===== src/rtl/emu_selfwrite_loader_pkg.sv =====
// Shared types and constants for the emulation self-write bitstream loader.
package emu_loader_pkg;

    localparam int BYTE_W = 8;
    localparam int WORD_W = 32;
    localparam int CNT_W  = 16;

    localparam logic [WORD_W-1:0] SYNC_WORD_DEFAULT = 32'hFAB0_FAB1;
    localparam logic [CNT_W-1:0]  MAX_WORDS_DEFAULT = 16'd4096;

    typedef enum logic [2:0] {
        ST_HUNT,
        ST_LEN,
        ST_DATA,
        ST_STROBE,
        ST_GAP,
        ST_DONE,
        ST_ERR
    } state_e;

endpackage


===== src/rtl/emu_selfwrite_loader_if.sv =====
// Byte stream channel into the loader. A byte moves on any cycle where
// byte_valid and byte_ready are both high; byte_data must be stable while valid.
interface emu_loader_if;
    import emu_loader_pkg::*;

    logic [BYTE_W-1:0] byte_data;
    logic              byte_valid;
    logic              byte_ready;

    modport master (output byte_data, output byte_valid, input byte_ready);
    modport slave  (input byte_data, input byte_valid, output byte_ready);
endinterface


===== src/rtl/emu_selfwrite_loader_assembler.sv =====
// Packs MSB-first bytes into 32-bit words; shared by the length and data phases.
module emu_word_assembler
    import emu_loader_pkg::*;
(
    input  logic              clk,
    input  logic              rst,
    input  logic              xfer,
    input  logic              clear,
    input  logic [BYTE_W-1:0] byte_in,
    output logic [WORD_W-1:0] word,
    output logic              word_complete
);

    // Only the three newest bytes need storing: the fourth is the byte in flight,
    // so `word` is the post-shift value available in the transfer cycle.
    logic [WORD_W-BYTE_W-1:0] hist_q, hist_d;
    logic [1:0]               idx_q, idx_d;

    always_comb begin
        hist_d = hist_q;
        idx_d  = idx_q;
        if (clear) begin
            hist_d = '0;
            idx_d  = '0;
        end else if (xfer) begin
            hist_d = {hist_q[WORD_W-2*BYTE_W-1:0], byte_in};
            idx_d  = idx_q + 2'd1;
        end
    end

    assign word          = {hist_q, byte_in};
    assign word_complete = xfer && (idx_q == 2'd3);

    always_ff @(posedge clk) begin
        if (rst) begin
            hist_q <= '0;
            idx_q  <= '0;
        end else begin
            hist_q <= hist_d;
            idx_q  <= idx_d;
        end
    end

endmodule


===== src/rtl/emu_selfwrite_loader.sv =====
// Hunts for the sync word, reads a word count, then strobes each 32-bit
// configuration word into the fabric with a fixed idle gap after every strobe.
module emu_selfwrite_loader
    import emu_loader_pkg::*;
#(
    parameter logic [WORD_W-1:0] SYNC_WORD  = SYNC_WORD_DEFAULT,
    parameter logic [CNT_W-1:0]  MAX_WORDS  = MAX_WORDS_DEFAULT,
    parameter int                GAP_CYCLES = 2
) (
    input  logic              CLK,
    input  logic              RST,
    emu_loader_if.slave       in_if,
    input  logic              rearm,
    output logic              SelfWriteStrobe,
    output logic [WORD_W-1:0] SelfWriteData,
    output logic              busy,
    output logic              done,
    output logic              error,
    output logic [CNT_W-1:0]  word_count,
    output state_e            state_dbg
);

    localparam logic [7:0] GAP_INIT = 8'((GAP_CYCLES > 0) ? GAP_CYCLES - 1 : 0);

    state_e            state_q, state_d;
    logic              ready_q, ready_d;
    logic              strobe_q, strobe_d;
    logic [WORD_W-1:0] data_q, data_d;
    logic              busy_q, busy_d;
    logic              done_q, done_d;
    logic              err_q, err_d;
    logic [CNT_W-1:0]  wc_q, wc_d;
    logic [CNT_W-1:0]  n_q, n_d;
    logic [7:0]        gap_q, gap_d;

    logic              xfer;
    logic              asm_clear;
    logic [WORD_W-1:0] asm_word;
    logic              asm_done;

    assign xfer = in_if.byte_valid && ready_q;

    emu_word_assembler u_asm (
        .clk           (CLK),
        .rst           (RST),
        .xfer          (xfer),
        .clear         (asm_clear),
        .byte_in       (in_if.byte_data),
        .word          (asm_word),
        .word_complete (asm_done)
    );

    always_comb begin
        state_d   = state_q;
        data_d    = data_q;
        wc_d      = wc_q;
        n_d       = n_q;
        gap_d     = gap_q;
        asm_clear = 1'b0;
        case (state_q)
            ST_HUNT: begin
                if (xfer && asm_word == SYNC_WORD) begin
                    state_d   = ST_LEN;
                    asm_clear = 1'b1;
                    wc_d      = '0;
                end
            end
            ST_LEN: begin
                if (asm_done) begin
                    if (asm_word[31:16] != 16'd0 || asm_word[15:0] == 16'd0 ||
                        asm_word[15:0] > MAX_WORDS) begin
                        state_d = ST_ERR;
                    end else begin
                        n_d     = asm_word[15:0];
                        state_d = ST_DATA;
                    end
                end
            end
            ST_DATA: begin
                if (asm_done) begin
                    data_d  = asm_word;
                    state_d = ST_STROBE;
                end
            end
            ST_STROBE: begin
                wc_d = wc_q + 16'd1;
                if (GAP_CYCLES > 0) begin
                    state_d = ST_GAP;
                    gap_d   = GAP_INIT;
                end else begin
                    state_d = (wc_q + 16'd1 == n_q) ? ST_DONE : ST_DATA;
                end
            end
            ST_GAP: begin
                if (gap_q == 8'd0) state_d = (wc_q == n_q) ? ST_DONE : ST_DATA;
                else               gap_d   = gap_q - 8'd1;
            end
            ST_DONE, ST_ERR: begin
                if (rearm) begin
                    state_d   = ST_HUNT;
                    asm_clear = 1'b1;
                end
            end
            default: state_d = ST_HUNT;
        endcase

        // Status outputs are decoded from the next state so they register in step with it.
        ready_d  = (state_d == ST_HUNT) || (state_d == ST_LEN) || (state_d == ST_DATA);
        strobe_d = (state_d == ST_STROBE);
        busy_d   = (state_d == ST_LEN) || (state_d == ST_DATA) ||
                   (state_d == ST_STROBE) || (state_d == ST_GAP);
        done_d   = (state_d == ST_DONE);
        err_d    = (state_d == ST_ERR);
    end

    always_ff @(posedge CLK) begin
        if (RST) begin
            state_q  <= ST_HUNT;
            ready_q  <= 1'b1;
            strobe_q <= 1'b0;
            data_q   <= '0;
            busy_q   <= 1'b0;
            done_q   <= 1'b0;
            err_q    <= 1'b0;
            wc_q     <= '0;
            n_q      <= '0;
            gap_q    <= '0;
        end else begin
            state_q  <= state_d;
            ready_q  <= ready_d;
            strobe_q <= strobe_d;
            data_q   <= data_d;
            busy_q   <= busy_d;
            done_q   <= done_d;
            err_q    <= err_d;
            wc_q     <= wc_d;
            n_q      <= n_d;
            gap_q    <= gap_d;
        end
    end

    assign in_if.byte_ready = ready_q;
    assign SelfWriteStrobe  = strobe_q;
    assign SelfWriteData    = data_q;
    assign busy             = busy_q;
    assign done             = done_q;
    assign error            = err_q;
    assign word_count       = wc_q;
    assign state_dbg        = state_q;

endmodule


===== src/flat_wrapper.sv =====
// flat-port wrapper written by rule: the top's interface ports become plain ports
module emu_selfwrite_loader_flat import emu_loader_pkg::*;
#(
    parameter logic [WORD_W-1:0] SYNC_WORD  = SYNC_WORD_DEFAULT,
    parameter logic [CNT_W-1:0]  MAX_WORDS  = MAX_WORDS_DEFAULT,
    parameter int                GAP_CYCLES = 2
)
  (CLK, RST, rearm, SelfWriteStrobe, SelfWriteData, busy, done, error, word_count, state_dbg, in_if_byte_data, in_if_byte_valid, in_if_byte_ready);
  emu_loader_if in_if_i ();
  input  logic CLK;
  input  logic RST;
  input  logic rearm;
  output logic SelfWriteStrobe;
  output logic [WORD_W-1:0] SelfWriteData;
  output logic busy;
  output logic done;
  output logic error;
  output logic [CNT_W-1:0] word_count;
  output state_e state_dbg;
  input wire logic [$bits(in_if_i.byte_data)-1:0] in_if_byte_data;
  input wire logic [$bits(in_if_i.byte_valid)-1:0] in_if_byte_valid;
  output wire logic [$bits(in_if_i.byte_ready)-1:0] in_if_byte_ready;
  assign in_if_i.byte_data = in_if_byte_data;
  assign in_if_i.byte_valid = in_if_byte_valid;
  assign in_if_byte_ready = in_if_i.byte_ready;
  emu_selfwrite_loader #(.SYNC_WORD(SYNC_WORD), .MAX_WORDS(MAX_WORDS), .GAP_CYCLES(GAP_CYCLES)) u_core (.CLK(CLK), .RST(RST), .in_if(in_if_i), .rearm(rearm), .SelfWriteStrobe(SelfWriteStrobe), .SelfWriteData(SelfWriteData), .busy(busy), .done(done), .error(error), .word_count(word_count), .state_dbg(state_dbg));
endmodule

===== config.mk =====
export PLATFORM = sky130hd
export DESIGN_NAME = emu_selfwrite_loader_flat
export DESIGN_NICKNAME = d
export VERILOG_FILES = /design/src/rtl/emu_selfwrite_loader_pkg.sv /design/src/rtl/emu_selfwrite_loader_if.sv /design/src/rtl/emu_selfwrite_loader_assembler.sv /design/src/rtl/emu_selfwrite_loader.sv /design/src/flat_wrapper.sv
export SDC_FILE = /design/constraint.sdc
export NUM_CORES = 1
export LEC_CHECK = 0
export CAP_MARGIN = 5
export CELL_PAD_IN_SITES_DETAIL_PLACEMENT = 1
export CELL_PAD_IN_SITES_GLOBAL_PLACEMENT = 2
export CORE_MARGIN = 8
export CORE_UTILIZATION = 34
export DETAILED_ROUTE_END_ITERATION = 8
export HOLD_SLACK_MARGIN = 0.12
export PLACE_DENSITY = 0.9
export SETUP_SLACK_MARGIN = 0.5
export SKIP_CTS_REPAIR_TIMING = 1
export SYNTH_ARGS = -nofsm -noshare
export SYNTH_HDL_FRONTEND = slang
export SYNTH_SLANG_ARGS = --single-unit

===== constraint.sdc =====
create_clock -name CLK -period 4.95 [get_ports CLK]
set_input_delay 0.99 -clock CLK [delete_from_list [all_inputs] [get_ports CLK]]
set_output_delay 0.99 -clock CLK [all_outputs]
set_load 0.005 [all_outputs]

After elaboration in Yosys (flattened, before gate mapping)
Cells that the tools add are included.
- add/subtract/negate cells: 3
- magnitude comparators: 1
- equal/unequal tests: 17
- multiplexer cells: 15
- bitwise operators: 1
- reductions and logical operators: 23
- operator list (cell ; count):
    $eq 32x32->1 const B ; 1
    $pmux 16 s2 ; 1
    $mux 3 ; 7
    $eq 3x3->1 const B ; 6
    $pmux 3 s6 ; 1
    $add 16x1->16 const B ; 1
    $eq 16x16->1 ; 1
    $gt 16x13->1 const B ; 1
    $logic_not 16->1 ; 1
    $mux 16 ; 1
    $pmux 8 s2 ; 1
    $reduce_bool 16->1 ; 1
    $eq 3x2->1 const B ; 4
    $logic_not 8->1 ; 1
    $mux 8 ; 1
    $sub 8x1->8 const B ; 1
    $logic_or 1x1->1 ; 7
    $eq 3x1->1 const B ; 2
    $logic_not 3->1 ; 2
    $reduce_and 2->1 ; 3
    $reduce_bool 2->1 ; 2
    $reduce_or 2->1 ; 2
    $logic_and 1x1->1 ; 3
    $reduce_and 3->1 ; 1
    other kinds (7) ; 8
- bits in registers: 106
- input bits: 12
- output and inout port bits: 56
- word-level logic and storage cells: 72

Depth between registers and ports, before layout
- word-level depth: 10
- gate-level depth with buffers: 8
- depth with buffers taken out: 8

Modules after synthesis
A second synthesis with hierarchy kept.
- cell total of the unflattened synthesis: 533
- area total of the unflattened synthesis: 4744.6 um2
- modules (own cells, without submodules) (module ; instances ; cells each ; area each (um2) ; sequential area each (um2)):
    emu_selfwrite_loader ; 1 ; 438 ; 3704.8 ; 1601.5
    emu_word_assembler ; 1 ; 95 ; 1039.7 ; 520.5

Worst setup path before layout
No wires, ideal clock.
- kind: input to register
- start: input port in_if_byte_data[3]
- end: register u_core.n_q[10]
- library setup time: 128 ps
- arrival time: 2236 ps
- data required time: 4822 ps
- slack: 2586 ps
- cell stages on the path: 7
- buffers on the path: 1
- path through: nor4_1 > nand4_1 > xor2_1 > nand3_4 > buf_6 > mux2i_1 > nor2_1
- longest elaborated chain between the ends: 5
- elaborated cells on any way between the ends: 6
- classes of those cells: 1 x order compare; 1 x bitwise; 4 x reduce/logical
- ends and longest elaborated chain (item ; line ; source):
    start, declared ; flat_wrapper.sv:20 ; input wire logic [$bits(in_if_i.byte_data)-1:0] in_if_byte_data;
    parallel branches: the longest is 2 deep, another holds $gt 16x13->1 ; -- ;
    $logic_or 1x1->1 (*) ; emu_selfwrite_loader.sv:70 ; if (asm_word[31:16] != 16'd0 || asm_word[15:0] == 16'd0 ||
    $not 1->1 (no source line) (*) ; -- ;
    $reduce_and 3->1 (no source line) (*) ; -- ;
    end signal, assigned ; emu_selfwrite_loader.sv:137 ; n_q <= n_d;
    end, declared ; emu_selfwrite_loader.sv:33 ; logic [CNT_W-1:0] n_q, n_d;
Mark *: on every way between the ends.
A chain may end at the register's enable or synchronous reset.

Worst setup path after layout
- start: input port in_if_byte_data[4]
- end: register u_core.u_asm.hist_q[22]
- longest elaborated chain between the ends: 5
- ends and longest elaborated chain (item ; line ; source):
    $eq 32x32->1 ; emu_selfwrite_loader.sv:62 ; if (xfer && asm_word == SYNC_WORD) begin
    $logic_and 1x1->1 ; emu_selfwrite_loader.sv:62 ;
    $mux 1 ; emu_selfwrite_loader.sv:62 ;
    $pmux 1 s2 ; emu_selfwrite_loader.sv:60 ; case (state_q)
    $reduce_or 2->1 (no source line) ; -- ;
    end signal, assigned ; emu_selfwrite_loader_assembler.sv:39 ; hist_q <= hist_d;
    end, declared ; emu_selfwrite_loader_assembler.sv:16 ; logic [WORD_W-BYTE_W-1:0] hist_q, hist_d;
Every way passes these cells.

==> insert_results.sql <==
INSERT INTO impl_metrics (metric_group, metric, value, unit) VALUES
('sta', 'rsz0062_at_grt', 'no', ''),
('floorplan', 'die_w', '131', 'um'),
('floorplan', 'floorplan.io_pins', '68', ''),
('finish', 'final_nets', '604', ''),
('grt', 'grt_start_max_net_pins', '57', ''),
('synth', 'yosys_warnings', '0', ''),
('detailed_routing', 'drt-initial-drc-count', '229', ''),
('floorplan', 'design.die.area', '17000', 'um^2'),
('synth', 'synthArstFlopShare', '0', ''),
('critical_path', 'crit_path_max_fanout', '26', ''),
('detailed_routing', 'routed_wl_per_cell', '17.4', 'um'),
('synth', 'yosysSeqAreaShare', '0.476', ''),
('run_status', 'run_status', 'finished clean', ''),
('critical_path', 'critPathLaunchType', 'input pin', ''),
('grt', 'grt_util_all_layers', '0.160', ''),
('clock_network', 'clockBufferDepth', '2', ''),
('hold_path', 'worst_hold_path.num_cells', '2', ''),
('sta', 'final.period_utilization', '0.597', ''),
('sta', 'timing.clock.skew', '0.00535', 'ns'),
('sta', 'max_slew.worst_pin.slew', '0.658', 'ns'),
('clock_network', 'tritoncts', 'built', ''),
('placement', 'dpl_worst_slack', '1.64', 'ns'),
('synth', 'yosysUniqueCellTypes', '47', ''),
('placement', 'gpl.final_weighted_congestion', '0.848', ''),
('critical_path', 'rr_worst_depth', '6', ''),
('synth', 'syn_area_per_cell', '8.35', 'um^2'),
('floorplan', 'placeable_core_region', '13000', 'um^2'),
('synth', 'netlist.top_cell.by_area', 'dfxtp_1', ''),
('placement', 'io_buffer_count', '67', ''),
('clock_network', 'path_clk_slew', '0.07', 'ns'),
('floorplan', 'die_height', '131', 'um'),
('finish', 'layout.cells.most_common', 'nand2_1', ''),
('sta', 'layout_min_cycle_time', '2.95', 'ns'),
('clock_network', 'clkLatencyLatePin', '0.35', 'ns'),
('grt', 'grt_overflow_total', '0', ''),
('finish', 'drive_gt1_frac', '0.0640', ''),
('finish', 'relative_area_change_from_synthesis_to_final_layout', '24.5', '%'),
('pwr', 'irDropWorstVdd', '0.000172', 'V'),
('synth', 'synth.area.top_cells', 'dfxtp_1 (48%), nand2_1 (11%), a21oi_1 (8.0%), xnor2_1 (4.1%), nor2_1 (3.5%)', ''),
('floorplan', 'number_of_rows_in_the_core_area', '42', ''),
('sta', 'fin_hold_ws', '0.459', 'ns'),
('pwr', 'total_power', '1.65', 'mW'),
('detailed_routing', 'routed_wl', '13.4', 'mm'),
('job', 'cap_violations', '0', ''),
('sta', 'setup_total_negative_slack', '0', 'ns'),
('critical_path', 'reg_to_reg_setup_timing_slack', '2.53', 'ns'),
('synth', 'synth.top_cell.area_share', '0.476', ''),
('hold_path', 'worst_hold_startpoint', 'u_core.SelfWriteData[4]$_SDFFE_PP0P_', ''),
('critical_path', 'regToRegStartpoint', 'u_core.state_dbg[0]$_SDFF_PP0_', ''),
('clock_network', 'clock_tree.htree_level_count', '3', ''),
('detailed_routing', 'drt_first_pass_iters', '4', ''),
('critical_path', 'cp_data_arrival_time', '3.16', 'ns'),
('finish', 'layoutNonFillerInstCount', '770', ''),
('synth', 'yosys_most_used_dff', 'dfxtp_1', ''),
('synth', 'synth_cells', '534', ''),
('grt', 'grt_first_pass_wirelength', '21.4', 'mm'),
('sta', 'max_slew_margin', '0.560', ''),
('synth', 'postSynthRegisterBits', '106', ''),
('detailed_routing', 'post_detailed_route_count_of_antenna_violating_nets', '0', ''),
('sta', 'achievable-frequency', '339', 'MHz'),
('pwr', 'powerDensity', '298', 'nW/um^2'),
('detailed_routing', 'via_count', '3981', ''),
('placement', 'dp_hpwl', '9.59', 'mm'),
('clock_network', 'cts_buffers', '9', ''),
('hold_path', 'hold_class', 'register to register', ''),
('clock_network', 'clk_root_buffer_cell', 'clkbuf_16', ''),
('sta', 'worst_slack', '2.00', 'ns'),
('floorplan', 'starting_utilization_of_the_core_area', '0.342', ''),
('critical_path', 'cp_data_required_time', '5.15', 'ns'),
('critical_path', 'element_type_at_the_critical_path_end', 'register', ''),
('placement', 'placed_cells', '754', '');
[report_power, final]
group	internal [mW]	total, mW	switching (mW)	leakage [nW]
Sequential	0.860	0.873	0.0127	0.856
Clock	0.391	0.716	0.324	0.136
Combinational	0.0242	0.0653	0.0411	0.932
Total	1.28	1.65	0.378	1.92
[routing by layer]
| layer | track usage | vias up | wire, um |
|---|---|---|---|
| li1 | - | 1923 | - |
| met4 | 0.0486 | 0 | 185 |
| met2 | 0.271 | 75 | 6690 |
| met3 | 0.0471 | 14 | 636 |
| met1 | 0.192 | 1969 | 5880 |
| met5 | 0 | - | 0 |
[worst max-delay path, cell delays in order]
cell	delay (ns)
clkdlybuf4s50_1	0.60
nand4_1	0.16
nor4_1	0.41
nand4b_2	0.33
nand2b_2	0.22
o21bai_4	0.33
a21oi_1	0.10
[cells in the mapped netlist (2+ instances only)]
library cell and count:
o21ai_0 12, nand3_1 9, buf_2 4, and3_1 3, clkbuf_1 21, nand2_1 136
nor2b_1 8, nand4_1 10, inv_1 3, nor2_1 42, nand2b_1 2, a311oi_1 6
nand3b_1 2, dfxtp_1 106, a21oi_1 71, or4_4 2, mux2i_1 13, nor4_1 9
xor2_1 7, nor3b_1 2, nand4b_1 3, and3b_1 3, nor3_1 4, a211oi_1 3
a31oi_1 3, ha_1 3, buf_4 2, and2_1 4, or2_2 3, xnor2_1 21
[worst max-delay path by stage]
| stage | from | end | slack, ns | cells after the start |
|---|---|---|---|---|
| finish | in_if_byte_data[4] | u_core.u_asm.hist_q[22]$_SDFFE_PP0P_ | 2.00 | 7 |
| global route | in_if_byte_data[7] | u_core.u_asm.idx_q[0]$_SDFFE_PP0P_ | 1.85 | 7 |
| CTS | in_if_byte_data[4] | u_core.u_asm.hist_q[22]$_SDFFE_PP0P_ | 2.02 | 7 |
| detailed placement | in_if_byte_data[4] | u_core.u_asm.idx_q[0]$_SDFFE_PP0P_ | 1.64 | 7 |
| global placement | in_if_byte_valid | u_core.n_q[12]$_SDFFE_PP0P_ | 1.81 | 8 |
| floorplan | in_if_byte_data[3] | u_core.n_q[10]$_SDFFE_PP0P_ | 2.59 | 7 |
[through the flow]
stage           util  area, um^2
3_3_place_gp   0.404        5260
5_1_grt        0.426        5550
6_report       0.426        5550
2_1_floorplan      -        4460
4_1_cts        0.426        5550
3_5_place_dp   0.404        5260
[registers in the layout, indices dropped and copies added (netlist names)]
signal	flops
u_core.done	1
u_core.error	1
u_core.gap_q	8
u_core.u_asm.hist_q	24
u_core.state_dbg	3
u_core.u_asm.idx_q	2
u_core.SelfWriteStrobe	1
u_core.word_count	16
u_core.n_q	16
u_core.busy	1
u_core.in_if.byte_ready	1
u_core.SelfWriteData	32
[cells by family after synthesis]
| logic type | synth area share |
|---|---|
| buf+inv | 0.0306 |
| compound gates | 0.130 |
| flops | 0.476 |
| simple gates | 0.271 |
| mux | 0.0292 |
| fa+ha+maj | 0.00842 |
| xor+xnor | 0.0550 |
[final cells by class]
class,count,area (um^2),area share
multi-input combinational,397,2210,0.398
sequential,106,2120,0.382
timing repair buffer,72,703,0.127
clock buffer,11,233,0.0419
tap,176,220,0.0397
clock inverter,5,55.1,0.00992
inverter,3,11.3,0.00203
Power figures use the tool's default switching activity.
